**src/rtl/mem_test_pkg.sv**
```systemverilog
`default_nettype none
// ============================================================================
// Module      : mem_test_pkg
// Description : State encoding, pattern generator and compare-mask helper
//               shared by the memory test traffic generator and its checker.
// Revision    : 1.0 - initial release
// ============================================================================
package mem_test_pkg;

    typedef logic [2:0] state_t;

    localparam state_t c_st_idle    = 3'd0;
    localparam state_t c_st_write   = 3'd1;
    localparam state_t c_st_wait_wr = 3'd2;
    localparam state_t c_st_read    = 3'd3;
    localparam state_t c_st_wait_rd = 3'd4;
    localparam state_t c_st_done    = 3'd5;

    // Widest data path the mask helper can describe.
    localparam int c_max_data_w = 1024;

    function automatic logic [31:0] pat32(input logic [31:0] seed, input logic [15:0] idx);
        return seed ^ {idx, ~idx};
    endfunction

    function automatic logic [c_max_data_w-1:0] xfer_mask(input int bytes);
        logic [c_max_data_w-1:0] m;
        m = '0;
        for (int b = 0; b < c_max_data_w; b++) begin
            m[b] = (b < bytes * 8);
        end
        return m;
    endfunction

endpackage
`default_nettype wire

```
**src/rtl/mem_test_checker.sv**
```systemverilog
`default_nettype none
// ============================================================================
// Module      : mem_test_checker
// Description : Masked read-data compare, notification address check,
//               spurious-event detection and saturating error counter.
// Revision    : 1.0 - initial release
// ============================================================================
module mem_test_checker
    import mem_test_pkg::*;
#(
    parameter int NOC_DATA_WIDTH = 512,
    parameter int MSG_ADDR_WIDTH = 64,
    parameter int XFER_BYTES     = 32
) (
    input  logic                      clk,
    input  logic                      rst,
    input  logic                      clr,
    input  logic                      active,
    input  logic                      in_wait_wr,
    input  logic                      in_wait_rd,
    input  logic                      notif_val,
    input  logic [MSG_ADDR_WIDTH-1:0] notif_addr,
    input  logic [MSG_ADDR_WIDTH-1:0] exp_addr,
    input  logic                      resp_val,
    input  logic [NOC_DATA_WIDTH-1:0] resp_data,
    input  logic [31:0]               exp_pat,
    output logic [15:0]               err_count,
    output logic [15:0]               err_next
);

    localparam logic [c_max_data_w-1:0]   c_mask_all = xfer_mask(XFER_BYTES);
    localparam logic [NOC_DATA_WIDTH-1:0] c_mask     = c_mask_all[NOC_DATA_WIDTH-1:0];

    logic [NOC_DATA_WIDTH-1:0] w_exp_rep;
    logic                      w_addr_err;
    logic                      w_data_err;
    logic                      w_spur_notif;
    logic                      w_spur_resp;
    logic [1:0]                w_inc;
    logic [16:0]               w_sum;
    logic [15:0]               r_err_count;

    for (genvar k = 0; k < NOC_DATA_WIDTH / 32; k++) begin : g_exp_rep
        assign w_exp_rep[k*32 +: 32] = exp_pat;
    end

    assign w_addr_err   = in_wait_wr & notif_val & (notif_addr != exp_addr);
    assign w_data_err   = in_wait_rd & resp_val & ((resp_data & c_mask) != (w_exp_rep & c_mask));
    // Events seen while idle or finished are deliberately not counted.
    assign w_spur_notif = active & notif_val & ~in_wait_wr;
    assign w_spur_resp  = active & resp_val & ~in_wait_rd;

    assign w_inc    = {1'b0, w_addr_err | w_spur_notif} + {1'b0, w_data_err | w_spur_resp};
    assign w_sum    = {1'b0, r_err_count} + {15'd0, w_inc};
    assign err_next = w_sum[16] ? 16'hFFFF : w_sum[15:0];

    always_ff @(posedge clk) begin
        if (rst || clr) begin
            r_err_count <= 16'd0;
        end else begin
            r_err_count <= err_next;
        end
    end

    assign err_count = r_err_count;

endmodule
`default_nettype wire

```
**src/rtl/mem_test_traffic_gen.sv**
```systemverilog
`default_nettype none
// ============================================================================
// Module      : mem_test_traffic_gen
// Description : Write / notify / read-back / compare sequencer for the memory
//               test tile, with run status and error reporting.
// Revision    : 1.0 - initial release
// ============================================================================
module mem_test_traffic_gen
    import mem_test_pkg::*;
#(
    parameter int                        MAC_INTERFACE_W     = 512,
    parameter int                        NOC_DATA_WIDTH      = 512,
    parameter int                        MSG_ADDR_WIDTH      = 64,
    parameter int                        MSG_DATA_SIZE_WIDTH = 16,
    parameter int                        NUM_XFERS           = 16,
    parameter logic [MSG_ADDR_WIDTH-1:0] BASE_ADDR           = 'h0,
    parameter logic [MSG_ADDR_WIDTH-1:0] ADDR_STRIDE         = 'h40,
    parameter int                        XFER_BYTES          = 32,
    parameter logic [31:0]               PAT_SEED            = 32'hC0DE_0000,
    parameter int                        TIMEOUT_CYC         = 1024
) (
    input  logic                           clk,
    input  logic                           rst,
    input  logic                           start,
    output logic                           mac_val,
    output logic [MAC_INTERFACE_W-1:0]     mac_data,
    output logic [MSG_DATA_SIZE_WIDTH-1:0] mac_data_size,
    output logic [MSG_ADDR_WIDTH-1:0]      mac_data_addr,
    input  logic                           mac_rdy,
    input  logic                           write_complete_notif_val,
    input  logic [MSG_ADDR_WIDTH-1:0]      write_complete_notif_addr,
    output logic                           app_read_req_val,
    output logic [MSG_ADDR_WIDTH-1:0]      app_read_req_addr,
    output logic [MSG_DATA_SIZE_WIDTH-1:0] app_read_req_size,
    input  logic                           app_read_resp_val,
    input  logic [NOC_DATA_WIDTH-1:0]      app_read_resp_data,
    output logic                           busy,
    output logic                           done,
    output logic                           pass,
    output logic                           timeout,
    output logic [15:0]                    err_count,
    output logic [15:0]                    xfers_done
);

    localparam logic [15:0]                    c_last_idx     = 16'(NUM_XFERS - 1);
    localparam logic [31:0]                    c_timeout_last = 32'(TIMEOUT_CYC - 1);
    localparam logic [MSG_DATA_SIZE_WIDTH-1:0] c_size         = MSG_DATA_SIZE_WIDTH'(XFER_BYTES);

    state_t                        r_state;
    logic [15:0]                   r_idx;
    logic [MSG_ADDR_WIDTH-1:0]     r_addr;
    logic [31:0]                   r_cyc;
    logic                          r_mac_val;
    logic [MAC_INTERFACE_W-1:0]    r_mac_data;
    logic [MSG_DATA_SIZE_WIDTH-1:0] r_size;
    logic                          r_rd_val;
    logic                          r_busy;
    logic                          r_done;
    logic                          r_pass;
    logic                          r_timeout;
    logic [15:0]                   r_xfers;

    logic                          w_active;
    logic                          w_timeout_hit;
    logic [15:0]                   w_next_idx;
    logic [31:0]                   w_next_pat;
    logic [MAC_INTERFACE_W-1:0]    w_mac_rep;
    logic [15:0]                   w_err_count;
    logic [15:0]                   w_err_next;

    assign w_active      = (r_state != c_st_idle) && (r_state != c_st_done);
    assign w_timeout_hit = (r_cyc == c_timeout_last);
    // Beat for the next WRITE entry: idx 0 from a start, idx+1 from WAIT_RD.
    assign w_next_idx    = (r_state == c_st_wait_rd) ? r_idx + 16'd1 : 16'd0;
    assign w_next_pat    = pat32(PAT_SEED, w_next_idx);

    for (genvar k = 0; k < MAC_INTERFACE_W / 32; k++) begin : g_mac_rep
        assign w_mac_rep[k*32 +: 32] = w_next_pat;
    end

    mem_test_checker #(
        .NOC_DATA_WIDTH (NOC_DATA_WIDTH),
        .MSG_ADDR_WIDTH (MSG_ADDR_WIDTH),
        .XFER_BYTES     (XFER_BYTES)
    ) u_checker (
        .clk        (clk),
        .rst        (rst),
        .clr        (start && !w_active),
        .active     (w_active),
        .in_wait_wr (r_state == c_st_wait_wr),
        .in_wait_rd (r_state == c_st_wait_rd),
        .notif_val  (write_complete_notif_val),
        .notif_addr (write_complete_notif_addr),
        .exp_addr   (r_addr),
        .resp_val   (app_read_resp_val),
        .resp_data  (app_read_resp_data),
        .exp_pat    (pat32(PAT_SEED, r_idx)),
        .err_count  (w_err_count),
        .err_next   (w_err_next)
    );

    always_ff @(posedge clk) begin
        if (rst) begin
            r_state    <= c_st_idle;
            r_idx      <= 16'd0;
            r_addr     <= '0;
            r_cyc      <= 32'd0;
            r_mac_val  <= 1'b0;
            r_mac_data <= '0;
            r_size     <= '0;
            r_rd_val   <= 1'b0;
            r_busy     <= 1'b0;
            r_done     <= 1'b0;
            r_pass     <= 1'b0;
            r_timeout  <= 1'b0;
            r_xfers    <= 16'd0;
        end else begin
            case (r_state)
                c_st_idle, c_st_done: begin
                    if (start) begin
                        r_state    <= c_st_write;
                        r_idx      <= 16'd0;
                        r_addr     <= BASE_ADDR;
                        r_cyc      <= 32'd0;
                        r_mac_val  <= 1'b1;
                        r_mac_data <= w_mac_rep;
                        r_size     <= c_size;
                        r_busy     <= 1'b1;
                        r_done     <= 1'b0;
                        r_pass     <= 1'b0;
                        r_timeout  <= 1'b0;
                        r_xfers    <= 16'd0;
                    end
                end
                c_st_write: begin
                    if (mac_rdy) begin
                        r_mac_val <= 1'b0;
                        r_state   <= c_st_wait_wr;
                        r_cyc     <= 32'd0;
                    end
                end
                c_st_wait_wr: begin
                    if (write_complete_notif_val) begin
                        r_state  <= c_st_read;
                        r_rd_val <= 1'b1;
                        r_cyc    <= 32'd0;
                    end else if (w_timeout_hit) begin
                        r_state   <= c_st_done;
                        r_busy    <= 1'b0;
                        r_done    <= 1'b1;
                        r_pass    <= 1'b0;
                        r_timeout <= 1'b1;
                        r_cyc     <= 32'd0;
                    end else begin
                        r_cyc <= r_cyc + 32'd1;
                    end
                end
                c_st_read: begin
                    r_rd_val <= 1'b0;
                    r_state  <= c_st_wait_rd;
                    r_cyc    <= 32'd0;
                end
                c_st_wait_rd: begin
                    if (app_read_resp_val) begin
                        r_xfers <= r_xfers + 16'd1;
                        r_cyc   <= 32'd0;
                        if (r_idx == c_last_idx) begin
                            r_state <= c_st_done;
                            r_busy  <= 1'b0;
                            r_done  <= 1'b1;
                            // Include any error landing on this very cycle.
                            r_pass  <= (w_err_next == 16'd0);
                        end else begin
                            r_idx      <= w_next_idx;
                            r_addr     <= r_addr + ADDR_STRIDE;
                            r_state    <= c_st_write;
                            r_mac_val  <= 1'b1;
                            r_mac_data <= w_mac_rep;
                        end
                    end else if (w_timeout_hit) begin
                        r_state   <= c_st_done;
                        r_busy    <= 1'b0;
                        r_done    <= 1'b1;
                        r_pass    <= 1'b0;
                        r_timeout <= 1'b1;
                        r_cyc     <= 32'd0;
                    end else begin
                        r_cyc <= r_cyc + 32'd1;
                    end
                end
                default: r_state <= c_st_idle;
            endcase
        end
    end

    assign mac_val           = r_mac_val;
    assign mac_data          = r_mac_data;
    assign mac_data_size     = r_size;
    assign mac_data_addr     = r_addr;
    assign app_read_req_val  = r_rd_val;
    assign app_read_req_addr = r_addr;
    assign app_read_req_size = r_size;
    assign busy              = r_busy;
    assign done              = r_done;
    assign pass              = r_pass;
    assign timeout           = r_timeout;
    assign err_count         = w_err_count;
    assign xfers_done        = r_xfers;

endmodule
`default_nettype wire

```
**config.mk**
```make
export PLATFORM = sky130hd
export DESIGN_NAME = mem_test_traffic_gen
export DESIGN_NICKNAME = d
export VERILOG_FILES = /design/src/rtl/mem_test_pkg.sv /design/src/rtl/mem_test_checker.sv /design/src/rtl/mem_test_traffic_gen.sv
export SDC_FILE = /design/constraint.sdc
export NUM_CORES = 1
export LEC_CHECK = 0
export ABC_AREA = 1
export CAP_MARGIN = 20
export CELL_PAD_IN_SITES_DETAIL_PLACEMENT = 1
export CELL_PAD_IN_SITES_GLOBAL_PLACEMENT = 2
export CORE_AREA = 3 3 508 510
export CTS_CLUSTER_SIZE = 25
export DETAILED_ROUTE_END_ITERATION = 7
export DIE_AREA = 0 0 511 513
export PLACE_DENSITY_LB_ADDON = 0.1
export SLEW_MARGIN = 20
export SYNTH_ARGS = -nofsm -noshare
export SYNTH_HDL_FRONTEND = slang
export SYNTH_SLANG_ARGS = --single-unit
```
**constraint.sdc**
```tcl
create_clock -name clk -period 9.1 [get_ports clk]
set_input_delay 1.365 -clock clk [delete_from_list [all_inputs] [get_ports clk]]
set_output_delay 1.365 -clock clk [all_outputs]
set_load 0.02 [all_outputs]
```
==> summary.md, run 1 <==
| Metric | Value |
|---|---|
| YS warnings | `0` |
| Setup CP Type | `in -> reg` |
| Vias | `18,800` |
| Yosys reg bits | `164` |
| Die Ht | `513 um` |
| Die Span X | `511 um` |
| Most common library cells after synthesis | `buf_4 (604), nand2_1 (477), nor2_1 (323)` |
| Fin crit period | `5460 ps` |
| Post_cts resized | `0` |
| Setup WS pre-CTS | `2590 ps` |
| Largest net degree at the start of global routing | `64` |
| Die area | `0.262 mm^2` |
| Leading area contributor after synthesis | `buf_4` |
| Slew margin rel. | `28.2%` |
| DR iter-0 viols | `667` |
| Setup bufs post-CTS | `0` |
| FP Rows | `185` |
| Clock buffer depth | `2` |
| Mean Syn Cell Area | `6.46 um^2` |
| CP startpoint kind | `input pin` |
| Final Slew Violations | `0` |
| Hold Path Depth | `2` |
| Slew @ Worst Pin | `1070 ps` |
| Core Box Area | `0.254 mm^2` |
| Leakage power | `9.31 nW` |
| Setup-failing EPs final | `0` |
| Initial antenna violation count | `43` |
| WP data required | `9580 ps` |
| Ys flop type | `dfxtp_1` |
| DR DRC count | `0` |
| Post-DRT Antenna Nets | `0` |
| DPL Wire Length | `118 mm` |
| Global placement routability congestion | `0.701` |
| Data arrival time of the worst path | `5940 ps` |
| 1st-pass router iterations | `4` |
| Slowest CP cell | `clkdlybuf4s50_1` |
| Mapped cell area | `0.0177 mm^2` |
| Power density cells | `249 mW/mm^2` |
| Layout cells sized above 1 | `5.25%` |
| Levels on crit path | `25` |
| Setup WS post-layout | `3640 ps` |
| EDFF count, synth | `0` |
| Reg area | `0.00330 mm^2` |
| Maxcap violations | `0` |
| Final nets | `3,758` |
| Distinct cells, synth | `56` |
| Hold Path Class | `reg -> reg` |
| Area Growth Syn to Fin | `59.0%` |
| Crit end category | `register` |
| Non-Filler Instances | `6,562` |
| Initial Util | `6.97%` |
| Most numerous cell on the critical path | `nor2_1` |
| TritonCTS clock tree | `done` |
| Hold_buf cts | `0` |
| Worst vdd ir | `0.117 mV` |
| DRT Wirelength | `143 mm` |
| FFs w/ async S/R, synth | `0%` |
| I/O pin cnt | `1,292` |
| Wire per inst | `21.8 um` |
| Vias in the first global route | `20,300` |
| Post-route setup TNS | `0 ps` |
| Status | `complete, no violations` |
| Cells after Synth | `2,740` |
| Clock slew at reported path FFs | `90 ps` |
| Vias per cell | `2.87` |
| Worst-path fanout max | `11` |
| Total global-route track usage | `10.6%` |
| Placed cell count | `6,517` |
| Max Clock Freq | `183 MHz` |
| Crit-path max cell delay | `480 ps` |
| H-tree Lvls | `4` |
| Final clock skew | `34.0 ps` |
| Clk sinks | `164` |
| Worst path top cell family by delay | `simple AND/OR/NAND/NOR gates` |
| Buf+Inv Stages, Crit Path | `4` |
| Global-route wire length before repair | `191 mm` |
| # port buffers | `993` |
| CTS buffer count | `17` |
| Synth area leaders | `buf_4 (26%), dfxtp_1 (19%), nand2_1 (10%)` |
| FF-to-FF path depth | `26` |
| Clock Latency Late Sink | `550 ps` |
| Clk root buf | `clkbuf_16` |
| Fillers | `30,400` |
| Top-area cell type share of the netlist area | `25.6%` |
| Final worst-path cycle share | `60.0%` |
| Register area share after synthesis | `18.5%` |
| Global route total overflow | `0` |
| Hold slack | `471 ps` |
| Final Hold Fails | `0` |
| RSZ-0062 raised after global routing | `false` |
| Count leader, synth | `buf_4` |
| Multi-input gate area | `0.00889 mm^2` |
==> worst min-delay path: stages (launching register included) <==
cell	delay, ps
dfxtp_1	320
nand2_1	60
a21oi_1	60
==> layout make-up <==
class / count / area share, %
flip-flops and latches: 164 / 11.7
repair buffers: 1038 / 36.5
clock buffers: 18 / 1.56
clock inverters: 13 / 0.587
well taps: 3366 / 15.0
diodes: 14 / 0.124
inverters: 223 / 2.97
multi-input cells: 1726 / 31.6
==> registers in the layout, indices dropped and copies added, names as in the netlist <==
signal               flops
mac_val                  1
app_read_req_size        1
done                     1
mac_data                17
r_idx                   15
xfers_done              16
timeout                  1
r_state                  3
u_checker.err_count     16
app_read_req_addr       58
pass                     1
r_cyc                   32
busy                     1
app_read_req_val         1
==> metal layers <==
metal / up-vias / track usage [%] / part of all wire, %
li1: 9110 / - / -
met1: 8907 / 12.9 / 44
met2: 657 / 18.7 / 49
met3: 84 / 3.16 / 6.4
met4: 54 / 1.39 / 0.75
met5: - / 0 / 0.21
==> kinds of logic after synthesis <==
group	after synthesis	share of synthesized area, %
simple gates	1215	31.1
buf+inv	891	32.1
compound gates	289	9.13
xor+xnor	174	8.61
flops	164	18.5
fa+ha+maj	6	0.466
other cells	1	0.0212
==> metrics by stage <==
step	total power, W	utilization (%)	area (um^2)
final	0.00700	11.1	28200
after global placement	0.00647	10.8	27500
after detailed placement	0.00641	10.8	27500
after global routing	0.00747	11.1	28100
after floorplan	0.00459	-	17900
after CTS	0.00734	11.1	28100
==> power by group <==
| group | total [W] | internal, W | switching, W |
|---|---|---|---|
| sequential | 0.00108 | 0.000794 | 0.000291 |
| clock | 0.000864 | 0.000420 | 0.000444 |
| combinational | 0.00505 | 0.00208 | 0.00297 |
| total | 0.00700 | 0.00330 | 0.00370 |
==> worst paths after layout <==
path                           start            end  slack (ps)
max reg2reg                r_idx[10]           pass        3750
min                    mac_data[503]  mac_data[503]         470
max          app_read_resp_data[126]           pass        3640
min reg2reg            mac_data[503]  mac_data[503]         470
==> placed cells by master (no fill, tap or decap), types with 5 or more instances in the layout <==
master	netlist	layout
and3_1	7	7
a31oi_1	6	6
xor2_1	127	127
inv_2	12	12
xnor2_1	47	47
o21ai_0	107	107
or2_2	19	19
a211oi_1	9	9
nor2_4	4	5
nor3_1	73	73
nor2_1	323	323
clkdlybuf4s50_1	0	992
clkbuf_16	0	17
nand3_1	129	129
dfxtp_1	164	151
nand4_1	126	126
dfxtp_2	0	13
ha_1	5	5
buf_4	604	46
nor3_2	11	11
nor4_1	9	9
nand2_2	8	8
a21oi_1	110	110
inv_1	207	207
o22ai_1	21	21
nor2_2	6	5
conb_1	1	42
a22oi_1	5	5
nand2_1	477	477
diode_2	0	14
Power figures use the tool's default switching activity.
==> run 2, diff against run 1 <==
- clock period: 9.1 -> 5.41 ns (I/O delays scaled with it)
==> run 2 against run 1 <==
Routed wire length up 2.3%. Clock-buffer cell count unchanged. Setup slack worse by 2800 ps. Sequential power up 71%. Power up 68%. Die area unchanged. Utilization up 0.16 points. Clock skew down 11 ps. Flip-flop and latch count unchanged. Clock power up 57%. Largest cell class unchanged. Critical path depth up 3.
==> summary.md, run 2 (synthesized netlist as in run 1, its figures left out) <==
| Metric | Value |
|---|---|
| Total global-route track usage | `10.8% (+0.23 points)` |
| Commonest cells after routing, fill and taps aside | `clkdlybuf4s50_1 (992), nand2_1 (477), nor2_1 (323), inv_1 (207), dfxtp_1 (151)` |
| Largest register FFs | `58 (unchanged)` |
| Max Clock Freq | `221 MHz` |
| # port buffers | `993 (unchanged)` |
| H-tree Lvls | `4 (unchanged)` |
| R2R setup slack | `890 ps (-2860 ps)` |
| Clock slew at reported path FFs | `90 ps (about the same)` |
| Final nets | `3,814 (+1.5%)` |
| Post-DRT Antenna Nets | `0 (unchanged)` |
| WP data required | `5880 ps (-3700 ps)` |
| RSZ-0062 raised after global routing | `false` |
| FP Rows | `185 (unchanged)` |
| Global route total overflow | `0 (unchanged)` |
| Wire per inst | `22.1 um (+1.4%)` |
| Post_cts resized | `0 (unchanged)` |
| Maxcap violations | `0 (unchanged)` |
| Die Span X | `511 um (unchanged)` |
| Vias in the first global route | `20,500 (+0.89%)` |
| Area Growth Syn to Fin | `61.4%` |
| Final Slew Violations | `0 (unchanged)` |
| TritonCTS clock tree | `done` |
| Post-route setup TNS | `0 ps (unchanged)` |
| RR Startpoint | `r_idx[13]` |
| Clock buffer depth | `2 (unchanged)` |
| Core Box Area | `0.254 mm^2 (unchanged)` |
| Worst vdd ir | `0.238 mV (+100%)` |
| Die Ht | `513 um (unchanged)` |
| Hold_buf cts | `0 (unchanged)` |
| Final Hold Fails | `0 (unchanged)` |
| Initial Util | `6.97% (unchanged)` |
| Initial antenna violation count | `49 (+14%)` |
| Clk root buf | `clkbuf_16` |
| Die area | `0.262 mm^2 (unchanged)` |
| DRT Wirelength | `147 mm (+2.3%)` |
| Status | `complete, no violations` |
| Crit end category | `register` |
| Global placement routability congestion | `0.696 (-0.76%)` |
| Global-route wire length before repair | `194 mm (+1.7%)` |
| Largest net degree at the start of global routing | `37 (-42%)` |
| Worst-path fanout max | `18 (+7)` |
| Most numerous cell on the critical path | `nor2_1` |
| I/O pin cnt | `1,292 (unchanged)` |
| Final clock skew | `23.3 ps (-10.8 ps)` |
| Post-DP Area | `0.0280 mm^2 (+1.7%)` |
| Cell area after layout | `0.0286 mm^2 (+1.5%)` |
| CP startpoint kind | `register` |
| DR DRC count | `0 (unchanged)` |
| Layout cells sized above 1 | `6.89% (+1.6 points)` |
| Data arrival time of the worst path | `4990 ps (-950 ps)` |
| Power density cells | `412 mW/mm^2 (+66%)` |
| DR iter-0 viols | `667 (unchanged)` |
| Slew @ Worst Pin | `984 ps (-83.8 ps)` |
| FF-to-FF End | `pass` |
| Vias | `19,000 (+0.97%)` |
| Worst Setup EP | `pass` |
| CTS buffer count | `17 (unchanged)` |
| Clock Latency Late Sink | `540 ps (about the same)` |
| Setup CP Type | `reg -> reg` |
| Worst setup path start | `r_idx[13]` |
| Clk sinks | `164 (unchanged)` |
| Hold slack | `475 ps (+3.95 ps)` |
| Slew margin rel. | `34.4% (+6.1 points)` |
| FF-to-FF path depth | `28 (+7.7%)` |
| Vias per cell | `2.87 (about the same)` |
| 1st-pass router iterations | `5 (+1)` |
| HP Start | `mac_data[502]` |
| Setup bufs post-CTS | `0 (unchanged)` |
| Final worst-path cycle share | `83.6%` |
| Hold Path Class | `reg -> reg` |
| Commonest non-fill, non-tap cell in the layout | `clkdlybuf4s50_1` |
| Leakage power | `9.60 nW (+3.1%)` |
| Crit-path max cell delay | `760 ps (+280 ps)` |
| Fin crit period | `4520 ps` |
| DPL Wire Length | `122 mm (+4.1%)` |
| Slowest CP cell | `dfxtp_2` |
| Setup-failing EPs final | `0 (unchanged)` |
## run 2: cell types whose count changed in the layout (fill, tap and decap cells not counted)
cell,before,now
clkinvlp_4,3,1
clkinv_4,1,3
bufinv_16,2,0
buf_4,46,99
clkinv_2,0,2
buf_12,0,3
diode_2,14,17
## run 2: cell type report
class | count | area, um^2
clock buffers | 18 | 439
multi-input cells | 1726 | 8890
clock inverters | 13 | 118
repair buffers | 1094 | 10700
diodes | 17 | 42.5
inverters | 223 | 837
fillers | 30400 | 225000
flip-flops and latches | 164 | 3300
well taps | 3366 | 4210
## run 2: report_power, final
part	switching [W]	internal (W)
registers	0.000510	0.00134
logic	0.00500	0.00356
clock network	0.000746	0.000613
## run 2: metrics by stage
| step | setup WS (ps) | cells | util, % | power (W) |
|---|---|---|---|---|
| CTS | 626 | 6604 | 11.2 | 0.0124 |
| finish | 885 | 6621 | 11.3 | 0.0118 |
| global route | 323 | 6610 | 11.2 | 0.0126 |
| floorplan | 1990 | 2781 | - | 0.00771 |
| detailed placement | 265 | 6573 | 11.0 | 0.0109 |
| global placement | 309 | 6573 | 11.0 | 0.0110 |
## run 2: layer usage
metal	wire length, um	share of wire, %	vias up	track usage [%]
li1	-	-	9228	-
met1	65200	44	8954	13.4
met2	71100	49	675	18.8
met3	8390	5.7	86	3.03
met4	1530	1.0	52	1.91
met5	317	0.22	-	0
## run 2: how the worst min path moves through the flow
stage                         end  cells after the start
floorplan               r_cyc[24]                      2
finish              mac_data[502]                      2
global placement    mac_data[502]                      2
global route        mac_data[502]                      2
CTS                 mac_data[502]                      2
detailed placement  mac_data[502]                      2
## run 2: worst max-delay path, delay by kind of cell, from the launching register on
family | cells | cell delay, ps
simple gates | 20 | 1940
buf+inv | 5 | 820
flops | 1 | 760
fa+ha+maj | 2 | 660
compound gates | 1 | 220
==> run 3, diff against run 2 <==
- clock period: 5.41 -> 4.6 ns (I/O delays scaled with it)
==> run 3 against run 2 <==
Setup slack got worse by 360 ps. Clock-buffer cell count fell by 1. Routed wire length is 0.46% higher. Clock skew barely moved. Combinational power up 21%. Worst hold slack better by 1.9 ps.
==> summary.md, run 3 (synthesized netlist as in run 1, its figures left out) <==
| Metric | Value |
|---|---|
| Worst vdd ir | `0.211 mV (-12%)` |
| Slowest CP cell | `dfxtp_2` |
| Max Clock Freq | `245 MHz (+11%)` |
| Power density cells | `487 mW/mm^2 (+18%)` |
| Maxcap violations | `0 (unchanged)` |
| Clock Latency Late Sink | `550 ps (about the same)` |
| Most numerous cell on the critical path | `nand2_1` |
| Area Growth Syn to Fin | `65.3%` |
| Clock slew at reported path FFs | `100 ps (about the same)` |
| Commonest non-fill, non-tap cell in the layout | `clkdlybuf4s50_1` |
| Vias per cell | `2.88 (+0.53%)` |
| Placed cell count | `6,620 (+0.72%)` |
| WP data required | `5080 ps (-800 ps)` |
| Clk sinks | `164 (unchanged)` |
| Global placement routability congestion | `0.705 (+1.3%)` |
| Crit-path max cell delay | `450 ps (-310 ps)` |
| Final worst-path cycle share | `88.6% (+4.9 points)` |
| Largest register FFs | `58 (unchanged)` |
| Multi-input gate area | `0.00891 mm^2 (+0.25%)` |
| Reg area | `0.00330 mm^2 (about the same)` |
| Final nets | `3,869 (+1.4%)` |
| Global route total overflow | `0 (unchanged)` |
| FF-to-FF End | `pass` |
| Cell area after layout | `0.0293 mm^2 (+2.4%)` |
| Vias | `19,200 (+1.3%)` |
| Initial Util | `6.97% (unchanged)` |
| Total power | `0.0143 W (+21%)` |
| R2R setup slack | `530 ps (-360 ps)` |
| Hold_buf cts | `0 (unchanged)` |
| Die Ht | `513 um (unchanged)` |
| Post-DP Area | `0.0285 mm^2 (+1.9%)` |
| Final core utilization | `11.5% (+0.27 points)` |
| Vias in the first global route | `20,600 (+0.51%)` |
| Leakage power | `9.95 nW (+3.6%)` |
| Crit end category | `register` |
| Commonest cells after routing, fill and taps aside | `clkdlybuf4s50_1 (992), nand2_1 (475), nor2_1 (319), inv_1 (205), dfxtp_1 (151)` |
| FP Rows | `185 (unchanged)` |
| Hold Path Class | `reg -> reg` |
| Hold slack | `477 ps (+1.93 ps)` |
| Worst-path fanout max | `7 (-11)` |
| Worst-case hold path end point | `mac_data[502]` |
| Final clock skew | `23.7 ps (+0.434 ps)` |
| Clock buffer depth | `2 (unchanged)` |
| Initial antenna violation count | `43 (-12%)` |
| Setup CP Type | `reg -> reg` |
| RR Startpoint | `r_idx[8]` |
| DPL Wire Length | `124 mm (+1.4%)` |
| Largest net degree at the start of global routing | `37 (unchanged)` |
| Hold Path Depth | `2 (unchanged)` |
| Post-DRT Antenna Nets | `0 (unchanged)` |
| FF-to-FF path depth | `28 (unchanged)` |
| Final Hold Fails | `0 (unchanged)` |
| DR DRC count | `0 (unchanged)` |
| Status | `complete, no violations` |
| Wire per inst | `22.1 um (-0.31%)` |
| Total global-route track usage | `10.8% (about the same)` |
| Clk root buf | `clkbuf_16` |
| DRT Wirelength | `147 mm (+0.46%)` |
| 1st-pass router iterations | `4 (-1)` |
| Global-route wire length before repair | `194 mm (-0.17%)` |
| Slew @ Worst Pin | `1000 ps (+18.3 ps)` |
| CP startpoint kind | `register` |
| Die area | `0.262 mm^2 (unchanged)` |
| DR iter-0 viols | `717 (+7.5%)` |
| RSZ-0062 raised after global routing | `false` |
| CTS buffer count | `17 (unchanged)` |
| Fin crit period | `4070 ps (-451 ps)` |
| HP Start | `mac_data[502]` |
| Fillers | `30,300 (-0.20%)` |
| # port buffers | `993 (unchanged)` |
| Die Span X | `511 um (unchanged)` |
| Final Slew Violations | `0 (unchanged)` |
| I/O pin cnt | `1,292 (unchanged)` |
| TritonCTS clock tree | `done` |
| H-tree Lvls | `4 (unchanged)` |
| Layout cells sized above 1 | `8.77% (+1.9 points)` |
| Data arrival time of the worst path | `4550 ps (-440 ps)` |
| Core Box Area | `0.254 mm^2 (unchanged)` |
| Non-Filler Instances | `6,672 (+0.77%)` |
| Setup-failing EPs final | `0 (unchanged)` |
| Slew margin rel. | `33.1% (-1.2 points)` |
[run 3: changes by cell type in the layout (fill, tap and decap cells not counted), sizes merged, moves of 2 or more]
cell      delta
bufinv       +2
diode        -5
clkinvlp     +2
buf         +55
[run 3: worst max path at each step]
stage / startpoint / depth (start not counted) / endpoint / slack [ps]
floorplan: r_idx[9] / 27 / pass / 1180
global placement: app_read_resp_data[126] / 27 / pass / -610
detailed placement: app_read_resp_data[126] / 27 / pass / -600
CTS: r_idx[14] / 28 / pass / 10
global route: r_idx[15] / 27 / pass / 20
finish: r_idx[8] / 28 / pass / 530
[run 3: metal layers]
| metal | routed length (um) | up-vias | GRT usage [%] |
|---|---|---|---|
| met5 | 253 | - | 0 |
| met2 | 71600 | 686 | 18.9 |
| met3 | 8620 | 70 | 3.07 |
| met4 | 1120 | 40 | 1.64 |
| li1 | - | 9321 | - |
| met1 | 65700 | 9126 | 13.3 |
[run 3: worst max-delay path, delay by kind of cell (launching register included)]
kind	cells	cell delay (ps)
adder cells (fa/ha/maj)	2	450
buffers and inverters	7	900
flip-flops	1	450
AO/OA/AOI/OAI	1	150
AND/OR/NAND/NOR	18	2050
[run 3: cell type report]
cell class | instances | share of cell area [%]
well taps | 3366 | 14.4
repair buffers | 1149 | 38.7
clock buffers | 17 | 1.45
inverters | 223 | 2.90
multi-input cells | 1726 | 30.5
clock inverters | 15 | 0.706
diodes | 12 | 0.103
flip-flops and latches | 164 | 11.3
[run 3: report_power, final]
| group | switching (W) | total [W] | internal, W |
|---|---|---|---|
| Combinational | 0.00599 | 0.0104 | 0.00441 |
| Sequential | 0.000543 | 0.00212 | 0.00157 |
| Clock | 0.000897 | 0.00173 | 0.000835 |
| Total | 0.00743 | 0.0143 | 0.00682 |
[run 3: through the flow]
stage	setup TNS (ps)	worst slack, ps
floorplan	0	1180
CTS	0	10.5
global placement	-4960	-615
detailed placement	-4660	-601
finish	0	526
global route	0	16.8
[run 3: timing repair]
item                                   4_1_cts  5_1_grt
endpoints found under the hold margin        0        0
resized for setup                            4       10
gates cloned                                 0        0
pin swaps                                    0        1
buffers inserted                             2        6
setup endpoints to repair                   11        4
